==> src/rtl/scale_pixel_pick.sv <==
// Picks source pixels by index from a scaler's index stream and re-emits them as a scaled line.
// Handles upscale (repeat held pixel), downscale (skip pixels) and short-source edge replication.
module scale_pixel_pick #(
    parameter int C_PIXEL_WIDTH = 24,
    parameter int C_S_WIDTH     = 10,
    parameter int C_M_WIDTH     = 12
) (
    input  logic                     clk,
    input  logic                     reset,
    input  logic                     start,
    input  logic                     i_valid,
    input  logic [C_S_WIDTH-1:0]     i_s_index,
    input  logic [C_M_WIDTH-1:0]     i_m_index,
    input  logic                     i_last,
    output logic                     i_ready,
    input  logic                     s_axis_tvalid,
    input  logic [C_PIXEL_WIDTH-1:0] s_axis_tdata,
    input  logic                     s_axis_tlast,
    output logic                     s_axis_tready,
    output logic                     m_axis_tvalid,
    output logic [C_PIXEL_WIDTH-1:0] m_axis_tdata,
    output logic                     m_axis_tlast,
    input  logic                     m_axis_tready,
    output logic                     err
);

    typedef enum logic [1:0] {ST_IDLE = 2'd0, ST_RUN = 2'd1, ST_DRAIN = 2'd2} state_t;

    localparam logic [C_S_WIDTH-1:0] S_ONE = 1;
    localparam logic [C_M_WIDTH-1:0] M_ONE = 1;

    state_t                   state_q, state_d;
    logic [C_PIXEL_WIDTH-1:0] hold_data_q, hold_data_d;
    logic [C_S_WIDTH-1:0]     hold_idx_q, hold_idx_d;
    logic                     hold_vld_q, hold_vld_d;
    logic [C_S_WIDTH-1:0]     src_cnt_q, src_cnt_d;
    logic                     src_done_q, src_done_d;
    logic [C_M_WIDTH-1:0]     ent_cnt_q, ent_cnt_d;
    logic                     m_valid_q, m_valid_d;
    logic [C_PIXEL_WIDTH-1:0] m_data_q, m_data_d;
    logic                     m_last_q, m_last_d;
    logic                     err_q, err_d;

    logic run, out_free, src_ok, s_acc, byp, hold_hit, hold_rep, consume;

    assign run      = (state_q == ST_RUN);
    assign out_free = !m_valid_q || m_axis_tready;
    // A source pixel may replace the hold register only when the held one is no longer wanted.
    assign src_ok   = run && !src_done_q && (!hold_vld_q || (i_valid && (hold_idx_q < i_s_index)));
    assign s_acc    = src_ok && s_axis_tvalid;
    // Bypass: the pixel arriving now is exactly the one requested, so emit it while it is loaded.
    assign byp      = s_acc && i_valid && (src_cnt_q == i_s_index);
    assign hold_hit = hold_vld_q && i_valid && (hold_idx_q == i_s_index);
    assign hold_rep = hold_vld_q && i_valid &&
                      ((hold_idx_q > i_s_index) || (src_done_q && (hold_idx_q < i_s_index)));
    assign consume  = run && out_free && (hold_hit || hold_rep || byp);

    assign i_ready       = !reset && consume;
    assign s_axis_tready = !reset && ((state_q == ST_DRAIN) || src_ok);
    assign m_axis_tvalid = m_valid_q;
    assign m_axis_tdata  = m_data_q;
    assign m_axis_tlast  = m_last_q;
    assign err           = err_q;

    always_comb begin
        state_d     = state_q;
        hold_data_d = hold_data_q;
        hold_idx_d  = hold_idx_q;
        hold_vld_d  = hold_vld_q;
        src_cnt_d   = src_cnt_q;
        src_done_d  = src_done_q;
        ent_cnt_d   = ent_cnt_q;
        m_valid_d   = m_valid_q;
        m_data_d    = m_data_q;
        m_last_d    = m_last_q;
        err_d       = err_q;

        if (s_acc) begin
            hold_data_d = s_axis_tdata;
            hold_idx_d  = src_cnt_q;
            hold_vld_d  = 1'b1;
            src_cnt_d   = src_cnt_q + S_ONE;
            if (s_axis_tlast) begin
                src_done_d = 1'b1;
            end
        end

        if (consume) begin
            m_valid_d = 1'b1;
            m_data_d  = byp ? s_axis_tdata : hold_data_q;
            m_last_d  = i_last;
            ent_cnt_d = ent_cnt_q + M_ONE;
            if (hold_rep || (i_m_index != ent_cnt_q)) begin
                err_d = 1'b1;
            end
            if (i_last) begin
                state_d = (src_done_q || (s_acc && s_axis_tlast)) ? ST_IDLE : ST_DRAIN;
            end
        end else if (m_axis_tready) begin
            m_valid_d = 1'b0;
        end

        if ((state_q == ST_DRAIN) && s_axis_tvalid && s_axis_tlast) begin
            state_d = ST_IDLE;
        end

        // start wins over any handshake in the same cycle and drops a pending output beat
        if (start) begin
            state_d    = ST_RUN;
            hold_vld_d = 1'b0;
            src_cnt_d  = '0;
            src_done_d = 1'b0;
            ent_cnt_d  = '0;
            m_valid_d  = 1'b0;
            err_d      = 1'b0;
        end
    end

    always_ff @(posedge clk) begin
        if (reset) begin
            state_q     <= ST_IDLE;
            hold_data_q <= '0;
            hold_idx_q  <= '0;
            hold_vld_q  <= 1'b0;
            src_cnt_q   <= '0;
            src_done_q  <= 1'b0;
            ent_cnt_q   <= '0;
            m_valid_q   <= 1'b0;
            m_data_q    <= '0;
            m_last_q    <= 1'b0;
            err_q       <= 1'b0;
        end else begin
            state_q     <= state_d;
            hold_data_q <= hold_data_d;
            hold_idx_q  <= hold_idx_d;
            hold_vld_q  <= hold_vld_d;
            src_cnt_q   <= src_cnt_d;
            src_done_q  <= src_done_d;
            ent_cnt_q   <= ent_cnt_d;
            m_valid_q   <= m_valid_d;
            m_data_q    <= m_data_d;
            m_last_q    <= m_last_d;
            err_q       <= err_d;
        end
    end

endmodule

==> config.mk <==
export PLATFORM = sky130hd
export DESIGN_NAME = scale_pixel_pick
export DESIGN_NICKNAME = d
export VERILOG_FILES = /design/src/rtl/scale_pixel_pick.sv
export SDC_FILE = /design/constraint.sdc
export NUM_CORES = 1
export LEC_CHECK = 0
export BUFFER_PORTS_ARGS = -buffer_cell sky130_fd_sc_hd__buf_2
export CAP_MARGIN = 20
export CORE_MARGIN = 1
export CORE_UTILIZATION = 55
export CTS_CLUSTER_SIZE = 40
export DETAILED_ROUTE_END_ITERATION = 8
export GPL_ROUTABILITY_DRIVEN = 0
export GPL_TIMING_DRIVEN = 0
export PLACE_DENSITY = 0.8
export SYNTH_ARGS = -nofsm -noshare
export SYNTH_HDL_FRONTEND = slang
export SYNTH_SLANG_ARGS = --single-unit
==> constraint.sdc <==
create_clock -name clk -period 3.68 [get_ports clk]
set_input_delay 0.552 -clock clk [delete_from_list [all_inputs] [get_ports clk]]
set_output_delay 0.552 -clock clk [all_outputs]
set_load 0.05 [all_outputs]
==> summary.md <==
| Metric | Value |
|---|---|
| Status | `finished, final reports clean` |
| First-pass GRT wire length | `between 15000 and 20000 um` |
| Clk_lat worst skew | `0.37 ns` |
| Largest family of logic cells by synthesized area | `simple AND/OR/NAND/NOR gates` |
| Placed wire-length estimate | `7070 um` |
| VDD IR max | `~220 uV` |
| P_leak | `2.01 nW` |
| Area share of the largest cell type after synthesis | `approximately 43%` |
| DR vias/cell | `approximately 5.5` |
| RR Endpoint | `hold_data_q[18]` |
| Clock sink count | `87` |
| Buffer levels on the longest clock path | `2` |
| Levels on crit path | `12` |
| Post-synthesis mux area share | `under 10%` |
| WP buf/inv | `5` |
| PwrDens | `359 nW/um2` |
| Number of global-route vias before repair | `3421` |
| Worst Setup EP | `i_ready` |
| Cell Chain, Critical Path | `buf_2 -> inv_1 -> ha_1 -> a21oi_2 -> a21boi_1 -> o311ai_1 -> nand3_1 -> buf_2 -> a2bb2oi_2 -> buf_6 -> nor2_1 -> buf_2` |
| Number of DRC markers in iteration 0 | `136` |
| Port bufs | `81` |
| Worst r2r path cells | `9` |
| Die ar. | `7800 um2` |
| Yosys warns | `0` |
| Initial core utilization | `56.8%` |
| GRT Util Overall | `about a quarter` |
| CTS tree | `yes` |
| Largest net degree at the start of global routing | `17` |
| Asr flop ratio synth | `0%` |
| CTS Buf Count | `9` |
| # setup viols final | `0` |
| Top delay family on crit path | `compound AO/OA/AOI/OAI gates` |
| I/O pin count | `83` |
| Area grow syn2layout | `17.2%` |
| Antenna violations before repair | `0` |
| Synth Area in Simple Gates | `around 20%` |
| Post-synthesis sequential area ratio | `42.5%` |
| Launch point of the worst path | `i_s_index[4]` |
| Post-synthesis instance area | `4100 um2` |
| Via Count | `3784` |
| CP required | `3.13 ns` |
| Highest Clock Rate | `304 MHz` |
| DRC viols | `0` |
| RSZ-0062 raised after global routing | `no` |
| Clk root buf | `clkbuf_8` |
| Routed length per instance | `14.1 um` |
| Reg2reg setup slack | `around 0.8 ns` |
| First-pass DRT Iterations | `5` |
| Worst Tran Pin Value | `0.545 ns` |
| Compound-cell area share of the yosys netlist | `16.4%` |
| Commonest non-fill, non-tap cell in the layout | `buf_2` |
| Netlist cell types | `45` |
| Final min period | `3.29 ns` |
| Most used cell, CP | `buf_2` |
| Synth Area in XOR/XNOR | `6.63%` |
| Endpoint class of the critical path | `output port` |
| Critical-path maximum fanout | `19` |
| Pins Over Slew Limit | `0` |
| Startpoint of the worst hold path | `s_axis_tdata[8]` |
| Slew HR | `a little under two thirds` |
| R2R Path Start | `hold_idx_q[4]` |
| Crit path launch type | `primary input` |
| Fin crit share | `89.5%` |
| Syn avg cell area | `8.36 um2` |
| Max-cap check violation count | `0` |
| Syn Nets | `556` |
| Final worst slack | `0.388 ns` |
| Hold WC Path Type | `primary input to flip-flop` |
| Core area | `7210 um2` |
| Gr ovfl total | `0` |
| Post-synth EDFFs | `0` |
| Net count, final | `roughly 650` |
| Final hold vios | `0` |
| Seq cells post-synth | `87` |
| Share of layout cells above drive strength 1 | `19.5%` |
| Post-Synth Adder-Cell Area | `approximately 3.7%` |
| Place WS | `roughly 0.12 ns` |
| Slowest library cell on the worst path | `o311ai_1` |
| Arr. time, crit path | `between 2 and 3 ns` |
| Top FF cell, synth | `dfxtp_1` |
| Worst-path clk slew | `0.10 ns` |
| Most frequent cells in the layout | `90 x buf_2, 88 x nand2_1, 87 x dfxtp_1` |
| Setup Crit Path Kind | `primary input to output port` |
| Hold-fix buffers at CTS | `0` |
| Largest area contributor in the netlist | `dfxtp_1` |
| Die Ht | `just under 90 um` |
| CP max stage delay | `around 0.38 ns` |
| Setup Skew | `0.0153 ns` |
| Die W | `88.3 um` |
| Number of cell rows | `31` |
| TNS Setup | `0 ns` |
| DRT antenna net count | `0` |
| H-tree lvl count | `3` |
| Top post-synthesis cells by area | `dfxtp_1 43%, nand2_1 8.1%, a21oi_1 6.8%, mux2i_1 6.1%, xnor2_1 5.3%` |
| Ant diodes | `0` |
| Routed wire length | `9660 um` |
| Post-Synthesis Cells | `roughly 500` |
[worst register-to-register path, cell delays in order (launching register included)]
cell      delay (ns)
dfxtp_1         0.32
ha_1            0.32
a21oi_2         0.14
a21boi_1        0.13
o311a_1         0.36
nor3_1          0.48
buf_2           0.35
buf_1           0.40
nand2_1         0.13
a21oi_1         0.16
[per-stage QoR]
step / area [um2] / utilization (%) / total power [mW] / cells / hold WS (ns)
6_report: 4800 / 66.6 / 1.72 / 685 / 0.412
5_1_grt: 4800 / 66.6 / 1.79 / 685 / 0.404
4_1_cts: 4810 / 66.6 / 1.74 / 686 / 0.406
3_5_place_dp: 4630 / 64.1 / 1.12 / 670 / 0.447
3_3_place_gp: 4630 / 64.1 / 1.11 / 670 / 0.441
2_1_floorplan: 4100 / - / 1.06 / 490 / 0.436
[metal layers]
| metal | share of wire [%] | vias up | wire length [um] | GRT usage, % |
|---|---|---|---|---|
| met5 | 0 | - | 0 | 0 |
| met4 | 2.3 | 0 | 227 | 12.3 |
| met3 | 5.1 | 16 | 491 | 5.32 |
| met2 | 48 | 109 | 4670 | 43.3 |
| met1 | 44 | 1782 | 4270 | 31.1 |
| li1 | - | 1877 | - | - |
[cells by family (layout without fill, tap and decap cells)]
kind of cell	after synthesis	count (layout)
AOI/OAI and AO/OA	108	108
xor gates and xnor gates	31	31
adders and majority gates	12	12
buffers and inverters	49	145
DFF	87	87
muxes	25	25
and+or+nand+nor	178	178
[cell usage after synthesis, types with 9 or more instances]
master    count
nand2_1      88
dfxtp_1      87
a21oi_1      56
nor2_1       39
mux2i_1      25
xnor2_1      25
a211oi_1     24
clkbuf_1     19
inv_1        18
ha_1         12
nand3_1      12
o21ai_0      11
buf_2         9
[worst min path at each step]
stage / to / slack (ns) / depth (start not counted)
final: hold_data_q[8] / 0.41 / 3
after CTS: hold_data_q[8] / 0.41 / 3
after global routing: hold_data_q[19] / 0.40 / 3
after floorplan: hold_data_q[0] / 0.44 / 2
after detailed placement: hold_data_q[1] / 0.45 / 2
after global placement: hold_data_q[13] / 0.44 / 2
[power by group]
part	switching, mW	internal [mW]
clock network	0.369	0.256
registers	0.00764	0.954
logic	0.0816	0.0554
[flip-flops by register name, indices dropped and copies added (netlist names)]
signal         count
err                1
m_axis_tvalid      1
src_cnt_q         10
ent_cnt_q         12
m_axis_tdata      24
hold_vld_q         1
hold_data_q       24
src_done_q         1
m_axis_tlast       1
state_q            2
hold_idx_q        10
[cell type report]
type	count	area [um2]
buffer	30	131
clock buffer	10	128
clock inverter	6	51.3
fill	649	2410
inverter	18	67.6
multi-input combinational	354	2150
sequential	87	1740
tap	99	124
timing repair buffer	81	405
[timing repair]
item | in CTS | in global routing
setup buffers | 0 | 0
endpoints found under the setup margin | 0 | 1
gates resized for setup | 0 | 0
No activity file was read; power rests on OpenSTA's default activity.
